## src/rtl/mips_pkg.sv

```systemverilog
// Shared widths and the writeback request record used by the arbiter and its queue.
// Entries carry a live bit so a younger ALU write can cancel a pending MDU write.
package mips_pkg;
    localparam int REG_W         = 5;
    localparam int DATA_W        = 32;
    localparam int WB_FIFO_DEPTH = 4;

    typedef struct packed {
        logic              live;
        logic [REG_W-1:0]  wreg;
        logic [DATA_W-1:0] data;
    } wb_req_t;
endpackage

```

## src/rtl/wb_arbiter_if.sv

```systemverilog
// Writeback bus between the execute/decode stages and the writeback arbiter.
// master = pipeline side driving requests and read addresses, slave = arbiter.
interface wb_arbiter_if;
    import mips_pkg::*;

    logic              alu_valid;
    logic [REG_W-1:0]  alu_reg;
    logic [DATA_W-1:0] alu_data;
    logic              mdu_valid;
    logic              mdu_ready;
    logic [REG_W-1:0]  mdu_reg;
    logic [DATA_W-1:0] mdu_data;
    logic              RegWrite;
    logic [REG_W-1:0]  WriteReg;
    logic [DATA_W-1:0] WriteData;
    logic [REG_W-1:0]  ReadReg1;
    logic [REG_W-1:0]  ReadReg2;
    logic              fwd_hit1;
    logic              fwd_hit2;
    logic [DATA_W-1:0] fwd_data1;
    logic [DATA_W-1:0] fwd_data2;
    logic              busy;

    modport master (
        output alu_valid, alu_reg, alu_data, mdu_valid, mdu_reg, mdu_data, ReadReg1, ReadReg2,
        input  mdu_ready, RegWrite, WriteReg, WriteData, fwd_hit1, fwd_hit2, fwd_data1, fwd_data2, busy
    );

    modport slave (
        input  alu_valid, alu_reg, alu_data, mdu_valid, mdu_reg, mdu_data, ReadReg1, ReadReg2,
        output mdu_ready, RegWrite, WriteReg, WriteData, fwd_hit1, fwd_hit2, fwd_data1, fwd_data2, busy
    );
endinterface

```

## src/rtl/wb_fifo.sv

```systemverilog
// MDU writeback queue: circular storage, pointers, occupancy count and live-bit kill.
// One-cycle push-to-pop; the caller gates push on free space and pop on occupancy.
module wb_fifo
    import mips_pkg::*;
#(
    parameter int DEPTH = WB_FIFO_DEPTH
) (
    input  logic                       clk,
    input  logic                       reset,
    input  logic                       pushEn,
    input  wb_req_t                    pushEntry,
    input  logic                       popEn,
    input  logic                       killEn,
    input  logic [REG_W-1:0]           killReg,
    output wb_req_t                    entries [DEPTH],
    output logic [$clog2(DEPTH)-1:0]   headPtr,
    output logic [$clog2(DEPTH):0]     count
);
    localparam int PTR_W = $clog2(DEPTH);
    localparam int CNT_W = PTR_W + 1;

    logic [PTR_W-1:0] tailPtr;

    always_ff @(posedge clk) begin
        if (!reset) begin
            headPtr <= '0;
            tailPtr <= '0;
            count   <= '0;
            for (int i = 0; i < DEPTH; i++) entries[i].live <= 1'b0;
        end else begin
            for (int i = 0; i < DEPTH; i++) begin
                if (killEn && (entries[i].wreg == killReg)) entries[i].live <= 1'b0;
            end
            // An entry arriving alongside an ALU write to the same register is dead on arrival.
            if (pushEn) begin
                entries[tailPtr].live <= pushEntry.live && !(killEn && (killReg == pushEntry.wreg));
                entries[tailPtr].wreg <= pushEntry.wreg;
                entries[tailPtr].data <= pushEntry.data;
                tailPtr               <= tailPtr + PTR_W'(1);
            end
            if (popEn) headPtr <= headPtr + PTR_W'(1);
            case ({pushEn, popEn})
                2'b10:   count <= count + CNT_W'(1);
                2'b01:   count <= count - CNT_W'(1);
                default: count <= count;
            endcase
        end
    end
endmodule

```

## src/rtl/wb_arbiter.sv

```systemverilog
// Register-file writeback arbiter: ALU writes take priority, MDU results queue behind them.
// One-cycle ALU latency, two-cycle minimum MDU latency; mdu_ready drops only when the queue is full.
module wb_arbiter
    import mips_pkg::*;
#(
    parameter int DEPTH = WB_FIFO_DEPTH
) (
    input logic         clk,
    input logic         reset,
    wb_arbiter_if.slave bus
);
    localparam int PTR_W = $clog2(DEPTH);
    localparam int CNT_W = PTR_W + 1;
    localparam logic [CNT_W-1:0] FULL_CNT = CNT_W'(DEPTH);

    wb_req_t           entries [DEPTH];
    wb_req_t           headEntry;
    wb_req_t           pushEntry;
    logic [PTR_W-1:0]  headPtr;
    logic [CNT_W-1:0]  count;
    logic              aluWrite;
    logic              pushEn;
    logic              popEn;
    logic [REG_W-1:0]  rdAddr [2];
    logic [1:0]        hit;
    logic [DATA_W-1:0] fwd [2];

    assign aluWrite      = bus.alu_valid && (bus.alu_reg != '0);
    assign bus.mdu_ready = reset && (count < FULL_CNT);
    // Writes to r0 are handshaken but never stored.
    assign pushEn        = bus.mdu_valid && bus.mdu_ready && (bus.mdu_reg != '0);
    assign popEn         = !aluWrite && (count != '0);
    assign pushEntry     = '{live: 1'b1, wreg: bus.mdu_reg, data: bus.mdu_data};
    assign headEntry     = entries[headPtr];
    assign bus.busy      = (count != '0);

    wb_fifo #(.DEPTH(DEPTH)) fifo (
        .clk      (clk),
        .reset    (reset),
        .pushEn   (pushEn),
        .pushEntry(pushEntry),
        .popEn    (popEn),
        .killEn   (aluWrite),
        .killReg  (bus.alu_reg),
        .entries  (entries),
        .headPtr  (headPtr),
        .count    (count)
    );

    // A killed head still consumes its pop slot; the address/data lines simply hold.
    always_ff @(posedge clk) begin
        if (!reset) begin
            bus.RegWrite  <= 1'b0;
            bus.WriteReg  <= '0;
            bus.WriteData <= '0;
        end else if (aluWrite) begin
            bus.RegWrite  <= 1'b1;
            bus.WriteReg  <= bus.alu_reg;
            bus.WriteData <= bus.alu_data;
        end else if (popEn) begin
            bus.RegWrite <= headEntry.live;
            if (headEntry.live) begin
                bus.WriteReg  <= headEntry.wreg;
                bus.WriteData <= headEntry.data;
            end
        end else begin
            bus.RegWrite <= 1'b0;
        end
    end

    assign rdAddr[0] = bus.ReadReg1;
    assign rdAddr[1] = bus.ReadReg2;

    // Queue entries are younger than the output register; scanning oldest to youngest lets the youngest win.
    always_comb begin
        hit = '0;
        for (int p = 0; p < 2; p++) begin
            fwd[p] = '0;
            if (bus.RegWrite && (bus.WriteReg == rdAddr[p])) begin
                hit[p] = 1'b1;
                fwd[p] = bus.WriteData;
            end
            for (int i = 0; i < DEPTH; i++) begin
                if ((CNT_W'(i) < count) && entries[headPtr + PTR_W'(i)].live &&
                    (entries[headPtr + PTR_W'(i)].wreg == rdAddr[p])) begin
                    hit[p] = 1'b1;
                    fwd[p] = entries[headPtr + PTR_W'(i)].data;
                end
            end
            if (!reset || (rdAddr[p] == '0)) begin
                hit[p] = 1'b0;
                fwd[p] = '0;
            end
        end
    end

    assign bus.fwd_hit1  = hit[0];
    assign bus.fwd_hit2  = hit[1];
    assign bus.fwd_data1 = fwd[0];
    assign bus.fwd_data2 = fwd[1];
endmodule

```

## src/flat_wrapper.sv

```systemverilog
// flat-port wrapper written by rule: the top's interface ports become plain ports
module wb_arbiter_flat import mips_pkg::*;
#(
    parameter int DEPTH = WB_FIFO_DEPTH
)
  (clk, reset, bus_alu_valid, bus_alu_reg, bus_alu_data, bus_mdu_valid, bus_mdu_reg, bus_mdu_data, bus_ReadReg1, bus_ReadReg2, bus_mdu_ready, bus_RegWrite, bus_WriteReg, bus_WriteData, bus_fwd_hit1, bus_fwd_hit2, bus_fwd_data1, bus_fwd_data2, bus_busy);
  wb_arbiter_if bus_i ();
  input logic clk;
  input logic reset;
  input wire logic [$bits(bus_i.alu_valid)-1:0] bus_alu_valid;
  input wire logic [$bits(bus_i.alu_reg)-1:0] bus_alu_reg;
  input wire logic [$bits(bus_i.alu_data)-1:0] bus_alu_data;
  input wire logic [$bits(bus_i.mdu_valid)-1:0] bus_mdu_valid;
  input wire logic [$bits(bus_i.mdu_reg)-1:0] bus_mdu_reg;
  input wire logic [$bits(bus_i.mdu_data)-1:0] bus_mdu_data;
  input wire logic [$bits(bus_i.ReadReg1)-1:0] bus_ReadReg1;
  input wire logic [$bits(bus_i.ReadReg2)-1:0] bus_ReadReg2;
  output wire logic [$bits(bus_i.mdu_ready)-1:0] bus_mdu_ready;
  output wire logic [$bits(bus_i.RegWrite)-1:0] bus_RegWrite;
  output wire logic [$bits(bus_i.WriteReg)-1:0] bus_WriteReg;
  output wire logic [$bits(bus_i.WriteData)-1:0] bus_WriteData;
  output wire logic [$bits(bus_i.fwd_hit1)-1:0] bus_fwd_hit1;
  output wire logic [$bits(bus_i.fwd_hit2)-1:0] bus_fwd_hit2;
  output wire logic [$bits(bus_i.fwd_data1)-1:0] bus_fwd_data1;
  output wire logic [$bits(bus_i.fwd_data2)-1:0] bus_fwd_data2;
  output wire logic [$bits(bus_i.busy)-1:0] bus_busy;
  assign bus_i.alu_valid = bus_alu_valid;
  assign bus_i.alu_reg = bus_alu_reg;
  assign bus_i.alu_data = bus_alu_data;
  assign bus_i.mdu_valid = bus_mdu_valid;
  assign bus_i.mdu_reg = bus_mdu_reg;
  assign bus_i.mdu_data = bus_mdu_data;
  assign bus_i.ReadReg1 = bus_ReadReg1;
  assign bus_i.ReadReg2 = bus_ReadReg2;
  assign bus_mdu_ready = bus_i.mdu_ready;
  assign bus_RegWrite = bus_i.RegWrite;
  assign bus_WriteReg = bus_i.WriteReg;
  assign bus_WriteData = bus_i.WriteData;
  assign bus_fwd_hit1 = bus_i.fwd_hit1;
  assign bus_fwd_hit2 = bus_i.fwd_hit2;
  assign bus_fwd_data1 = bus_i.fwd_data1;
  assign bus_fwd_data2 = bus_i.fwd_data2;
  assign bus_busy = bus_i.busy;
  wb_arbiter #(.DEPTH(DEPTH)) u_core (.clk(clk), .reset(reset), .bus(bus_i));
endmodule
```

## config.mk

```make
export PLATFORM = sky130hd
export DESIGN_NAME = wb_arbiter_flat
export DESIGN_NICKNAME = d
export VERILOG_FILES = /design/src/rtl/mips_pkg.sv /design/src/rtl/wb_arbiter_if.sv /design/src/rtl/wb_fifo.sv /design/src/rtl/wb_arbiter.sv /design/src/flat_wrapper.sv
export SDC_FILE = /design/constraint.sdc
export NUM_CORES = 1
export LEC_CHECK = 0
export CAP_MARGIN = 20
export CORE_MARGIN = 1.5
export CORE_UTILIZATION = 50
export CTS_CLUSTER_DIAMETER = 120
export DETAILED_ROUTE_END_ITERATION = 6
export GPL_TIMING_DRIVEN = 0
export PLACE_DENSITY = 0.74
export SYNTH_ARGS = -nofsm -noshare
export SYNTH_HDL_FRONTEND = slang
export SYNTH_SLANG_ARGS = --single-unit
```

## constraint.sdc

```tcl
create_clock -name clk -period 6.4 [get_ports clk]
set_clock_uncertainty 0.15 [all_clocks]
set_input_delay 0.64 -clock clk [delete_from_list [all_inputs] [get_ports clk]]
set_output_delay 0.64 -clock clk [all_outputs]
set_load 0.01 [all_outputs]
```

== Word-level counts from Yosys, hierarchy flattened ==
Cells that the tools add are included.
W data, S select, Z words.

* Word-level logic and storage cells: 160
* Register bits: 197
* Output and inout bits: 106

* Muxes and demuxes: 63
* Bitwise operators: 5
* Order comparisons: 11
* Reductions and logical operators: 40
* Equal/unequal tests: 17
* Add/sub/neg operators: 6

{| class="wikitable"
|+ Operators with widths
! operator !! number
|-
| $mux W32 || 16
|-
| $bwmux W152 || 3
|-
| $mux W38 || 9
|-
| $bmux W38 S2 || 4
|-
| $demux W38 S2 || 3
|-
| $mux W152 || 1
|-
| $eq A5 B5 Y1 || 15
|-
| $mux W37 || 1
|-
| $logic_and A1 B1 Y1 || 25
|-
| $mux W1 || 22
|-
| $ge A3 B3 Y1 const B || 5
|-
| $mux W5 || 3
|-
| $not A2 Y3 || 5
|-
| $logic_not A5 Y1 || 2
|-
| $reduce_bool A5 Y1 || 2
|-
| $lt A1 B3 Y1 const A || 2
|-
| $lt A2 B3 Y1 const A || 2
|-
| $pmux W3 S2 || 1
|-
| $reduce_bool A2 Y1 || 3
|-
| $add A2 B1 Y2 const B || 2
|-
| $add A2 B2 Y2 const B || 2
|-
| $reduce_and A2 Y1 || 2
|-
| $add A3 B1 Y3 const B || 1
|-
| $logic_not A1 Y1 || 3
|-
| other kinds (7) || 8
|}

== Depth between registers and ports, before layout ==
Gate-level depths: netlist of the first run.

* Depth in word-level cells: 11
* Gate-level depth with buffers: 12
* Gate-level depth less buffers: 8

== By module ==
A second synthesis of the first run with hierarchy kept.

* Cell total of the unflattened synthesis: 1186
* Area, all modules: 14038.5 sq um

{| class="wikitable"
|+ Modules (own cells, without submodules)
! module !! area an instance (sq um) !! cells each !! instances
|-
| wb_arbiter || 8707.1 || 938 || 1
|-
| wb_fifo || 5331.4 || 248 || 1
|}

== Least setup slack after synthesis of the first run ==
OpenSTA, ideal clock, no wires.

* Kind: input -> output
* Start point: input bus_ReadReg1[0]
* End point: output bus_fwd_data1[0]
* Stages: 7
* Data required time: 5.610 ns
* Data arrival time: 2.437 ns
* Setup slack: 3.173 ns
* Path through: clkbuf_1 > or4_1 > o21ai_0 > o21ba_2 > clkbuf_1 > a32oi_1 > o31ai_2

* Word-level cells in the longest chain between the ends: 8
* Elaborated cells on any way between the ends: 18
* Classes of those cells: eq/ne (5); mux (6); reduce/logical (7)

{| class="wikitable"
|+ RTL lines
! element !! RTL line !! source
|-
| start, declared || flat_wrapper.sv:16 || <nowiki>input wire logic [$bits(bus_i.ReadReg1)-1:0] bus_ReadReg1;</nowiki>
|-
| $eq A5 B5 Y1 || wb_arbiter.sv:79 || <nowiki>if (bus.RegWrite && (bus.WriteReg == rdAddr[p])) begin</nowiki>
|-
| $logic_and A1 B1 Y1 || wb_arbiter.sv:79 ||
|-
| $mux W32 || wb_arbiter.sv:79 ||
|-
| $mux W32 (4 in a row) || wb_arbiter.sv:84 || <nowiki>if ((CNT_W'(i) < count) && entries[headPtr + PTR_W'(i)].live &&</nowiki>
|-
| $mux W32 * || wb_arbiter.sv:90 || <nowiki>if (!reset || (rdAddr[p] == '0)) begin</nowiki>
|-
| end, declared || flat_wrapper.sv:24 || <nowiki>output wire logic [$bits(bus_i.fwd_data1)-1:0] bus_fwd_data1;</nowiki>
|}

Every way passes the cells marked *; elsewhere a longest branch is shown, timed or not.

== Worst setup path in the final report of the first run ==
* Start point: register u_core.fifo.headPtr[0]
* End point: output bus_fwd_data2[0]

* Word-level cells in the longest chain between the ends: 11
* Elaborated cells on any way between the ends: 36
* Classes of those cells: add/sub (3); eq/ne (4); mux (17); bitwise (4); reduce/logical (8)

{| class="wikitable"
|+ RTL lines
! element !! RTL line !! source
|-
| start, declared || wb_fifo.sv:16 || <nowiki>output logic [$clog2(DEPTH)-1:0] headPtr,</nowiki>
|-
| start signal, assigned || wb_fifo.sv:41 || <nowiki>if (popEn) headPtr <= headPtr + PTR_W'(1);</nowiki>
|-
| $add A2 B1 Y2 / $not A2 Y3 (equally long branches) || wb_arbiter.sv:84, wb_arbiter.sv:85, wb_arbiter.sv:87 ||
|-
| $not A2 Y3 (not written as such) / $bmux W38 S2 (equally long branches) || wb_arbiter.sv:84, wb_arbiter.sv:85, wb_arbiter.sv:87 ||
|-
| $bmux W38 S2 / $mux W38 (equally long branches) || wb_arbiter.sv:84, wb_arbiter.sv:85, wb_arbiter.sv:87 ||
|-
| $mux W38 (not written as such) || wb_arbiter.sv:87 || <nowiki>fwd[p] = entries[headPtr + PTR_W'(i)].data;</nowiki>
|-
| $mux W38 (not written as such) (tied with other cells) || wb_arbiter.sv:84 ||
|-
| $eq A5 B5 Y1 / $logic_and A1 B1 Y1 (equally long branches) || wb_arbiter.sv:85, wb_arbiter.sv:84 ||
|-
| $logic_and A1 B1 Y1 / $mux W32 (equally long branches) || wb_arbiter.sv:84 ||
|-
| $mux W32 (2 in a row) || wb_arbiter.sv:84 ||
|-
| $mux W32 * || wb_arbiter.sv:84 ||
|-
| $mux W32 * || wb_arbiter.sv:90 ||
|-
| end, declared || flat_wrapper.sv:25 || <nowiki>output wire logic [$bits(bus_i.fwd_data2)-1:0] bus_fwd_data2;</nowiki>
|}

Every way passes the cells marked *; elsewhere a longest branch is shown, timed or not. The select of a mux whose other input is x is not followed.

==> summary.txt, run 1 <==
Synthesis
  • Post-synthesis sequential area ratio: 0.381
  • Main flop type after synthesis: edfxtp_1
  • Synth unique cells: 55
  • Syn Nets: 1263
  • EDFF count, synth: 148
  • Mapped cell area: 14300 sq um
  • Synth Register Bits: 197
  • Synth warn: 0
  • Synth Area per Inst: 12.2 sq um
  • Syn Inst Count: 1166
  • FFs w/ async S/R, synth: 0

CTS
  • Skew-Pair Late Insertion Delay: 0.45 ns
  • CTS tree: yes
  • Buffers inserted by post-CTS timing repair: 0
  • CTS root buf: clkbuf_16
  • CTS max path bufs: 2
  • Clk slew on worst S/H paths: 0.08 ns
  • CTS Hold Bufs: 0
  • Number of H-tree levels: 4
  • Clock Sinks: 197
  • TritonCTS Buffers: 17
  • Resized cells post-CTS: 0

Die
  • Die Span Y: 172 microns
  • Die W: 172 microns
  • Core area: 27900 sq um
  • Die ar.: 29500 sq um
  • Initial Utilization: 0.510
  • I/O Pins: 194
  • Row cnt: 61

Drt
  • Wirelength per Cell: 29.5 microns
  • Residual DRC count: 1
  • Drt initial violations: 2154
  • Detailed Routing Iterations Pass 1: 7
  • Routed via count: 12.7k
  • Final wirelength: 51.9 mm
  • Vias per cell: 7.24
  • Post-route ant nets: 0

Timing
  • Min Tclk post-route: 5.04 ns
  • Final Hold Vio Count: 0
  • Max frequency: 0.199 GHz
  • Setup TNS: 0 ns
  • Final WS setup: 1.36 ns
  • RSZ-0062 raised after global routing: false
  • Hold Worst Slack: 0.398 ns
  • Final Setup Violations: 0
  • Final Cycle Share: 0.787
  • Max-slew violation count: 0
  • Rel. slew slack: 0.276
  • Tightest Pin Transition: 1.08 ns

Global routing
  • GRT Util Overall: 0.358
  • First-pass GRT wire length: 77.2 mm
  • Initial antenna violation count: 0
  • GRT Residual Overflow: 0
  • Largest net degree at the start of global routing: 23
  • Vias in the first global route: 12.6k

Worst setup path
  • Bufs and invs on worst path: 4
  • CP top delay family: buffers and inverters
  • Critical Path End Type: primary output
  • Worst R2R Setup Slack: 3.48 ns
  • WS Path Type: reg -> out
  • Crit-path max cell delay: 0.72 ns
  • WP data arrival: 4.25 ns
  • Slowest stage cell, crit path: clkbuf_1
  • Worst endpoint required time: 5.61 ns
  • Crit path launch type: flop
  • CP max FO: 10
  • Crit path cell chain: buf_6 > buf_12 > mux4_2 > xnor2_1 > nand4_1 > nor3_1 > clkbuf_1 > a32oi_1 > o31ai_2 > clkdlybuf4s50_1

Power
  • Power Total: 0.00466 W
  • Peak supply drop: 196 uV
  • Pleak: 5.42 nW
  • PwrDens: 271 nW/um^2

Cells and area
  • Register Area: 5430 sq um
  • Final nets: 1463
  • Filler instances: 2263
  • Area grow syn2layout: 20.5%
  • Multi-input logic area: 8100 sq um
  • Final Core Density: 0.615
  • Ant. Diodes: 0
  • Share of cells above drive strength 1: 0.228

Place
  • Post-DP HPWL: 35.8 mm
  • Final GP Congestion: 0.944
  • IO buf count: 177
  • Pre-CTS setup slack: 1.81 ns

Flow run
  • Max Cap Violations: 0

Status
  • Failing checks: DRC
  • Status: finished with violations

Min path
  • Hold Crit Class: reg -> reg
[cell type report]
class | instances | share of cell area
Clock buffer | 17 | 0.0248
Sequential cell | 197 | 0.316
Multi-Input combinational cell | 832 | 0.472
Tap cell | 378 | 0.0275
Inverter | 8 | 0.00175
Timing Repair Buffer | 181 | 0.108
Clock inverter | 15 | 0.00991
Buffer | 129 | 0.0408
[report_power, final]
| group | switching (W) | internal, W | leakage, nW |
|---|---|---|---|
| Combinational | 0.00109 | 0.000885 | 3.38 |
| Sequential | 0.0000983 | 0.00146 | 1.75 |
| Clock | 0.000535 | 0.000588 | 0.292 |
[synth_stat cells, types with 18 or more instances]
cell      instances  share of area
buf_4            18         0.0095
mux4_2          115           0.18
nor2_1          111          0.029
a221oi_1         44          0.027
and3_1           22         0.0097
dfxtp_1          49          0.069
buf_2            35          0.012
xnor2_1          44          0.027
a32oi_1          60          0.037
clkbuf_1         61          0.016
a211oi_1         18         0.0095
o31ai_2          60          0.053
edfxtp_1        148           0.31
mux2i_1          56          0.039
a221oi_2         20          0.021
nand2_1          85          0.022
xor2_1           40          0.025
a311oi_1         32          0.020
[placed cells by master, fill, tap and decap left out, types with 17 or more instances in the layout]
cell	count
nand2_1	85
nor2_1	111
mux2i_1	56
a221oi_1	44
edfxtp_1	148
buf_4	18
mux4_2	115
buf_2	35
and3_1	22
clkbuf_16	17
a221oi_2	20
clkbuf_1	61
xor2_1	40
dfxtp_1	49
xnor2_1	44
o31ai_2	60
a32oi_1	60
clkdlybuf4s50_1	177
a311oi_1	32
a211oi_1	18
[worst reg2reg max path, cell delays in order (launching register included)]
cell and delay [ns]:
dfxtp_1 0.33, buf_6 0.14, buf_12 0.15, buf_6 0.16, buf_4 0.24, buf_2 0.43, buf_4 0.35, mux2i_1 0.43
nand2_1 0.09, a311oi_1 0.34
[cells by family after synthesis]
group                    after synthesis  share of synthesized area
multiplexers                         176                      0.228
buffers and inverters                137                     0.0513
XOR/XNOR                              84                     0.0516
AND/OR/NAND/NOR                      279                     0.0881
adder cells (fa/ha/maj)                9                    0.00790
AO/OA/AOI/OAI                        284                      0.192
flip-flops                           197                      0.381
[stage by stage]
stage / cells / cell area (sq um)
2_1_floorplan: 1166 / 14300
3_3_place_gp: 1721 / 16500
3_5_place_dp: 1725 / 16600
4_1_cts: 1757 / 17200
5_1_grt: 1757 / 17200
6_report: 1757 / 17200
[metal layers]
layer | GRT usage | up-vias | part of all wire
li1 | - | 5150 | -
met1 | 0.489 | 6210 | 0.37
met2 | 0.547 | 1154 | 0.46
met3 | 0.0815 | 198 | 0.13
met4 | 0.156 | 0 | 0.039
met5 | 0 | - | 0
[final timing paths]
check        depth (start not counted)                        to                      from
max                                 10          bus_fwd_data2[0]    u_core.fifo.headPtr[0]
min                                  2  u_core.fifo.entries[113]  u_core.fifo.entries[113]
max reg2reg                          9  u_core.bus.WriteData[26]    u_core.fifo.headPtr[0]
min reg2reg                          2  u_core.fifo.entries[113]  u_core.fifo.entries[113]
Note: power is estimated with default switching activity, not from simulation.
==> run 2: changes to the inputs <==
PLACE_DENSITY = 0.77   (was 0.74)
clock period = 4.63 ns   (was 6.4 ns; I/O delays follow)
==> run 2 against run 1 <==
Final cell count is essentially flat. Non-clock buffer count decreased by 1. Count of clock-buffer cells in the layout rose by 1. Via count rose by 0.67%. Critical path depth fell by 1. The run now ends clean. Worst setup slack got worse by 1.3 ns. Total power up 37%.
==> summary.txt, run 2 (synthesis results as in run 1) <==
Die
  • Die W: 172 microns
  • I/O Pins: 194
  • Core area: 27900 sq um
  • Row cnt: 61
  • Initial Utilization: 0.510
  • Die Span Y: 172 microns
  • Die ar.: 29500 sq um

Timing
  • RSZ-0062 raised after global routing: false
  • Max frequency: 0.218 GHz
  • Min Tclk post-route: 4.59 ns
  • Setup TNS: 0 ns
  • Rel. slew slack: 0.344
  • Max-slew violation count: 0
  • Final Setup Violations: 0
  • Tightest Pin Transition: 0.974 ns
  • Final WS setup: 0.0403 ns
  • Final Cycle Share: 0.991
  • Final Hold Vio Count: 0

Global routing
  • Vias in the first global route: 12.6k
  • First-pass GRT wire length: 75.8 mm
  • GRT Util Overall: 0.350
  • GRT Residual Overflow: 0
  • Largest net degree at the start of global routing: 26
  • Initial antenna violation count: 0

Worst setup path
  • Crit-path max cell delay: 0.59 ns
  • Crit path launch type: flop
  • Crit path cell chain: buf_6 > buf_12 > mux4_2 > xor2_1 > nor4_2 > nand2_1 > clkbuf_1 > a41oi_2 > clkdlybuf4s50_1
  • CP top delay family: buffers and inverters
  • Critical Path End Type: primary output
  • Worst R2R Setup Slack: 1.65 ns
  • CP max FO: 10
  • WS Path Type: reg -> out
  • Slowest stage cell, crit path: clkdlybuf4s50_1
  • Bufs and invs on worst path: 4
  • WP data arrival: 3.98 ns
  • Worst endpoint required time: 4.02 ns

Drt
  • Met3 WL: 6.88 mm
  • Top Metal Used: met4
  • Detailed Routing Iterations Pass 1: 6
  • Residual DRC count: 0
  • Routed wl met2: 23.5 mm
  • Met1 WL: 18.5 mm
  • Final wirelength: 51.4 mm
  • Post-route ant nets: 0
  • Wirelength per Cell: 29.2 microns
  • Routed via count: 12.8k
  • Vias per cell: 7.29
  • Drt initial violations: 2144

CTS
  • Buffers inserted by post-CTS timing repair: 0
  • Clk slew on worst S/H paths: 0.08 ns
  • CTS root buf: clkbuf_16
  • Number of H-tree levels: 4
  • CTS max path bufs: 2
  • Skew-Pair Late Insertion Delay: 0.45 ns
  • TritonCTS Buffers: 17
  • CTS tree: yes
  • CTS Hold Bufs: 0
  • Clock Sinks: 197

Place
  • Final GP Congestion: 0.952
  • DP Area: 16600 sq um
  • IO buf count: 177
  • Pre-CTS setup slack: 0.427 ns
  • Post-DP HPWL: 35.7 mm

Cells and area
  • Ant. Diodes: 0
  • Area grow syn2layout: 20.9%
  • Final nets: 1462
  • Final Instance Area: 17200 sq um
  • Most common cell after layout, fill and taps aside: clkdlybuf4s50_1
  • Filler instances: 2281
  • Share of cells above drive strength 1: 0.243
  • Most frequent cells in the layout: clkdlybuf4s50_1, edfxtp_1, mux4_2, nor2_1, nand2_1

Power
  • Pleak: 5.46 nW
  • Peak supply drop: 272 uV
  • PwrDens: 371 nW/um^2

Status
  • Status: complete, no violations

Min path
  • Hold Crit Class: in -> reg

Flow run
  • Max Cap Violations: 0
## run 2: metal layers
layer  up-vias  global-route usage
met5         -                   0
met4         0               0.167
met3       228              0.0874
met1      6217               0.461
met2      1207               0.545
li1       5145                   -
## run 2: report_power, final
part	switching [W]	total, W	internal (W)
clock network	0.000784	0.00151	0.000725
registers	0.000140	0.00216	0.00202
logic	0.00150	0.00273	0.00123
## run 2: per-stage QoR
stage / hold slack [ns] / power (W) / utilization / std cells
5_1_grt: 0.310 / 0.00659 / 0.617 / 1756
6_report: 0.302 / 0.00639 / 0.617 / 1756
3_3_place_gp: 0.366 / 0.00479 / 0.591 / 1721
4_1_cts: 0.274 / 0.00632 / 0.614 / 1756
2_1_floorplan: 0.343 / 0.00403 / - / 1166
3_5_place_dp: 0.384 / 0.00484 / 0.594 / 1725
## run 2: final timing paths
check	start	end	cells past startpoint
worst min register to register	u_core.fifo.entries[75]	u_core.fifo.entries[75]	2
worst max-delay path	u_core.fifo.headPtr[0]	bus_fwd_hit2	9
worst max register to register	u_core.fifo.headPtr[1]	u_core.bus.WriteData[16]	9
worst min-delay path	reset	u_core.bus.WriteReg[3]	2
## run 2: cell type report
cell class	instances	area (sq um)	area share
Tap cell	378	473	0.0274
Clock buffer	18	429	0.0249
Buffer	128	722	0.0419
Inverter	8	30.0	0.00174
Multi-Input combinational cell	832	8150	0.473
Sequential cell	197	5430	0.315
Timing Repair Buffer	181	1850	0.107
Clock inverter	14	155	0.00900
## run 2: what timing repair did
item                                    4_1_cts  5_1_grt
cloned                                        0        0
endpoints found under the setup margin       13       66
resized for setup                             1       34
==> run 3: changes to the inputs <==
MAX_ROUTING_LAYER = met4   (was unset)
==> run 3 against run 2 <==
Sequential power hardly changed. Die area stayed put. Register-to-register slack better by 0.03 ns. Routed wire length hardly changed. Critical path type unchanged. Combinational power hardly changed. The flow now finishes with violations (DRC). Flip-flop and latch count stayed put. Clock power is 3% higher. Largest power group unchanged. Cell area is 0.10% higher.
==> summary.txt, run 3 (synthesis results as in run 1) <==
Drt
  • Final wirelength: 51.3 mm
  • Detailed Routing Iterations Pass 1: 7
  • Wirelength per Cell: 29.2 microns
  • Vias per cell: 7.27
  • Post-route ant nets: 0
  • Residual DRC count: 5
  • Routed via count: 12.8k
  • Drt initial violations: 2171

Die
  • Die ar.: 29500 sq um
  • Die W: 172 microns
  • Core area: 27900 sq um
  • Row cnt: 61
  • I/O Pins: 194
  • Die Span Y: 172 microns
  • Initial Utilization: 0.510

Place
  • Pre-CTS setup slack: 0.390 ns
  • Final GP Congestion: 0.964
  • Post-DP HPWL: 35.4 mm
  • IO buf count: 177

Timing
  • Setup TNS: 0 ns
  • Final WS setup: 0.0386 ns
  • RSZ-0062 raised after global routing: false
  • Rel. slew slack: 0.370
  • Final Setup Violations: 0
  • Max-slew violation count: 0
  • Hold Worst Slack: 0.276 ns
  • Final Cycle Share: 0.992
  • Tightest Pin Transition: 0.936 ns
  • Min Tclk post-route: 4.59 ns
  • Final Hold Vio Count: 0
  • Max frequency: 0.218 GHz

Power
  • Net Switching: 0.00241 W
  • Clock power frac: 0.242
  • Reg power frac: 0.335
  • Peak supply drop: 250 uV
  • Combinational share of power: 0.423
  • Power Internal: 0.00402 W
  • PwrDens: 373 nW/um^2
  • Switching Share: 0.375
  • Pleak: 5.47 nW

Global routing
  • GRT Residual Overflow: 0
  • Largest net degree at the start of global routing: 31
  • Initial antenna violation count: 0
  • GRT Util Overall: 0.364
  • Vias in the first global route: 12.7k
  • First-pass GRT wire length: 76.3 mm

Status
  • Status: finished with violations
  • Failing checks: DRC

CTS
  • CTS max path bufs: 2
  • Clock Sinks: 197
  • Number of H-tree levels: 4
  • CTS root buf: clkbuf_16
  • Buffers inserted by post-CTS timing repair: 0
  • TritonCTS Buffers: 17
  • CTS tree: yes
  • Skew-Pair Late Insertion Delay: 0.45 ns
  • Clk slew on worst S/H paths: 0.08 ns

Worst setup path
  • CP max FO: 10
  • Worst endpoint required time: 4.02 ns
  • WS Path Type: reg -> out
  • Critical Path End Type: primary output
  • Worst r2r src: u_core.fifo.headPtr[1]
  • Crit path from: u_core.fifo.headPtr[1]
  • WP data arrival: 3.98 ns
  • Crit path launch type: flop

Cells and area
  • Most common cell after layout, fill and taps aside: clkdlybuf4s50_1
  • Ant. Diodes: 0
  • Area grow syn2layout: 21.0%
  • Share of cells above drive strength 1: 0.242
  • Final nets: 1462
  • Filler instances: 2181
  • Most frequent cells in the layout: clkdlybuf4s50_1, edfxtp_1, mux4_2, nor2_1, nand2_1

Flow run
  • Max Cap Violations: 0

Min path
  • Worst Hold Launch: reset
  • Hold Crit Class: in -> reg
-- run 3: final timing paths --
check,endpoint,slack [ns],depth (start not counted)
worst min register to register,u_core.fifo.tailPtr[1],0.41,2
worst max-delay path,bus_fwd_data2[31],0.04,9
worst min-delay path,u_core.bus.WriteReg[3],0.28,2
worst max register to register,u_core.bus.WriteData[18],1.68,9
-- run 3: layer usage --
| layer | global-route usage | wire length (microns) | vias to the layer above | share of wire |
|---|---|---|---|---|
| met3 | 0.0893 | 6570 | 271 | 0.13 |
| met4 | 0.208 | 3040 | 0 | 0.059 |
| met1 | 0.458 | 18400 | 6134 | 0.36 |
| met2 | 0.538 | 23300 | 1217 | 0.45 |
| met5 | - | 0 | - | 0 |
| li1 | - | - | 5145 | - |
-- run 3: what timing repair did --
item                                    4_1_cts  5_1_grt
endpoints found under the setup margin        3       58
pin swaps                                     0        0
hold buffers                                  0        0
resized for setup                             1       35
-- run 3: power by group through the flow --
stage	combinational, W	sequential (W)	clock [W]
after floorplan	0.00187	0.00217	0
after global placement	0.00259	0.00219	0
after detailed placement	0.00264	0.00219	0
after CTS	0.00266	0.00215	0.00155
after global routing	0.00286	0.00217	0.00161
final	0.00272	0.00216	0.00155
-- run 3: area by class of cell --
type | count | area, sq um | share of cell area
multi-input combinational | 832 | 8140 | 0.472
sequential | 197 | 5430 | 0.314
timing repair buffer | 181 | 1850 | 0.107
buffer | 128 | 722 | 0.0419
tap | 378 | 473 | 0.0274
clock buffer | 17 | 425 | 0.0247
clock inverter | 15 | 185 | 0.0107
inverter | 8 | 30.0 | 0.00174
-- run 3: worst max-delay path, cell delays in order (launching register included) --
cell and delay [ns]:
dfxtp_1 0.33, buf_4 0.19, buf_2 0.29, buf_2 0.33
buf_2 0.34, buf_2 0.43, mux4_2 0.35, a221oi_1 0.09
o31ai_1 0.52, clkdlybuf4s50_1 0.64
-- run 3: per-stage QoR --
| step | power [W] | util | std cells | cell area (sq um) |
|---|---|---|---|---|
| after floorplan | 0.00403 | - | 1166 | 14300 |
| after detailed placement | 0.00483 | 0.594 | 1725 | 16600 |
| final | 0.00643 | 0.618 | 1756 | 17300 |
| after global placement | 0.00478 | 0.591 | 1721 | 16500 |
| after CTS | 0.00636 | 0.615 | 1756 | 17200 |
| after global routing | 0.00664 | 0.618 | 1756 | 17300 |
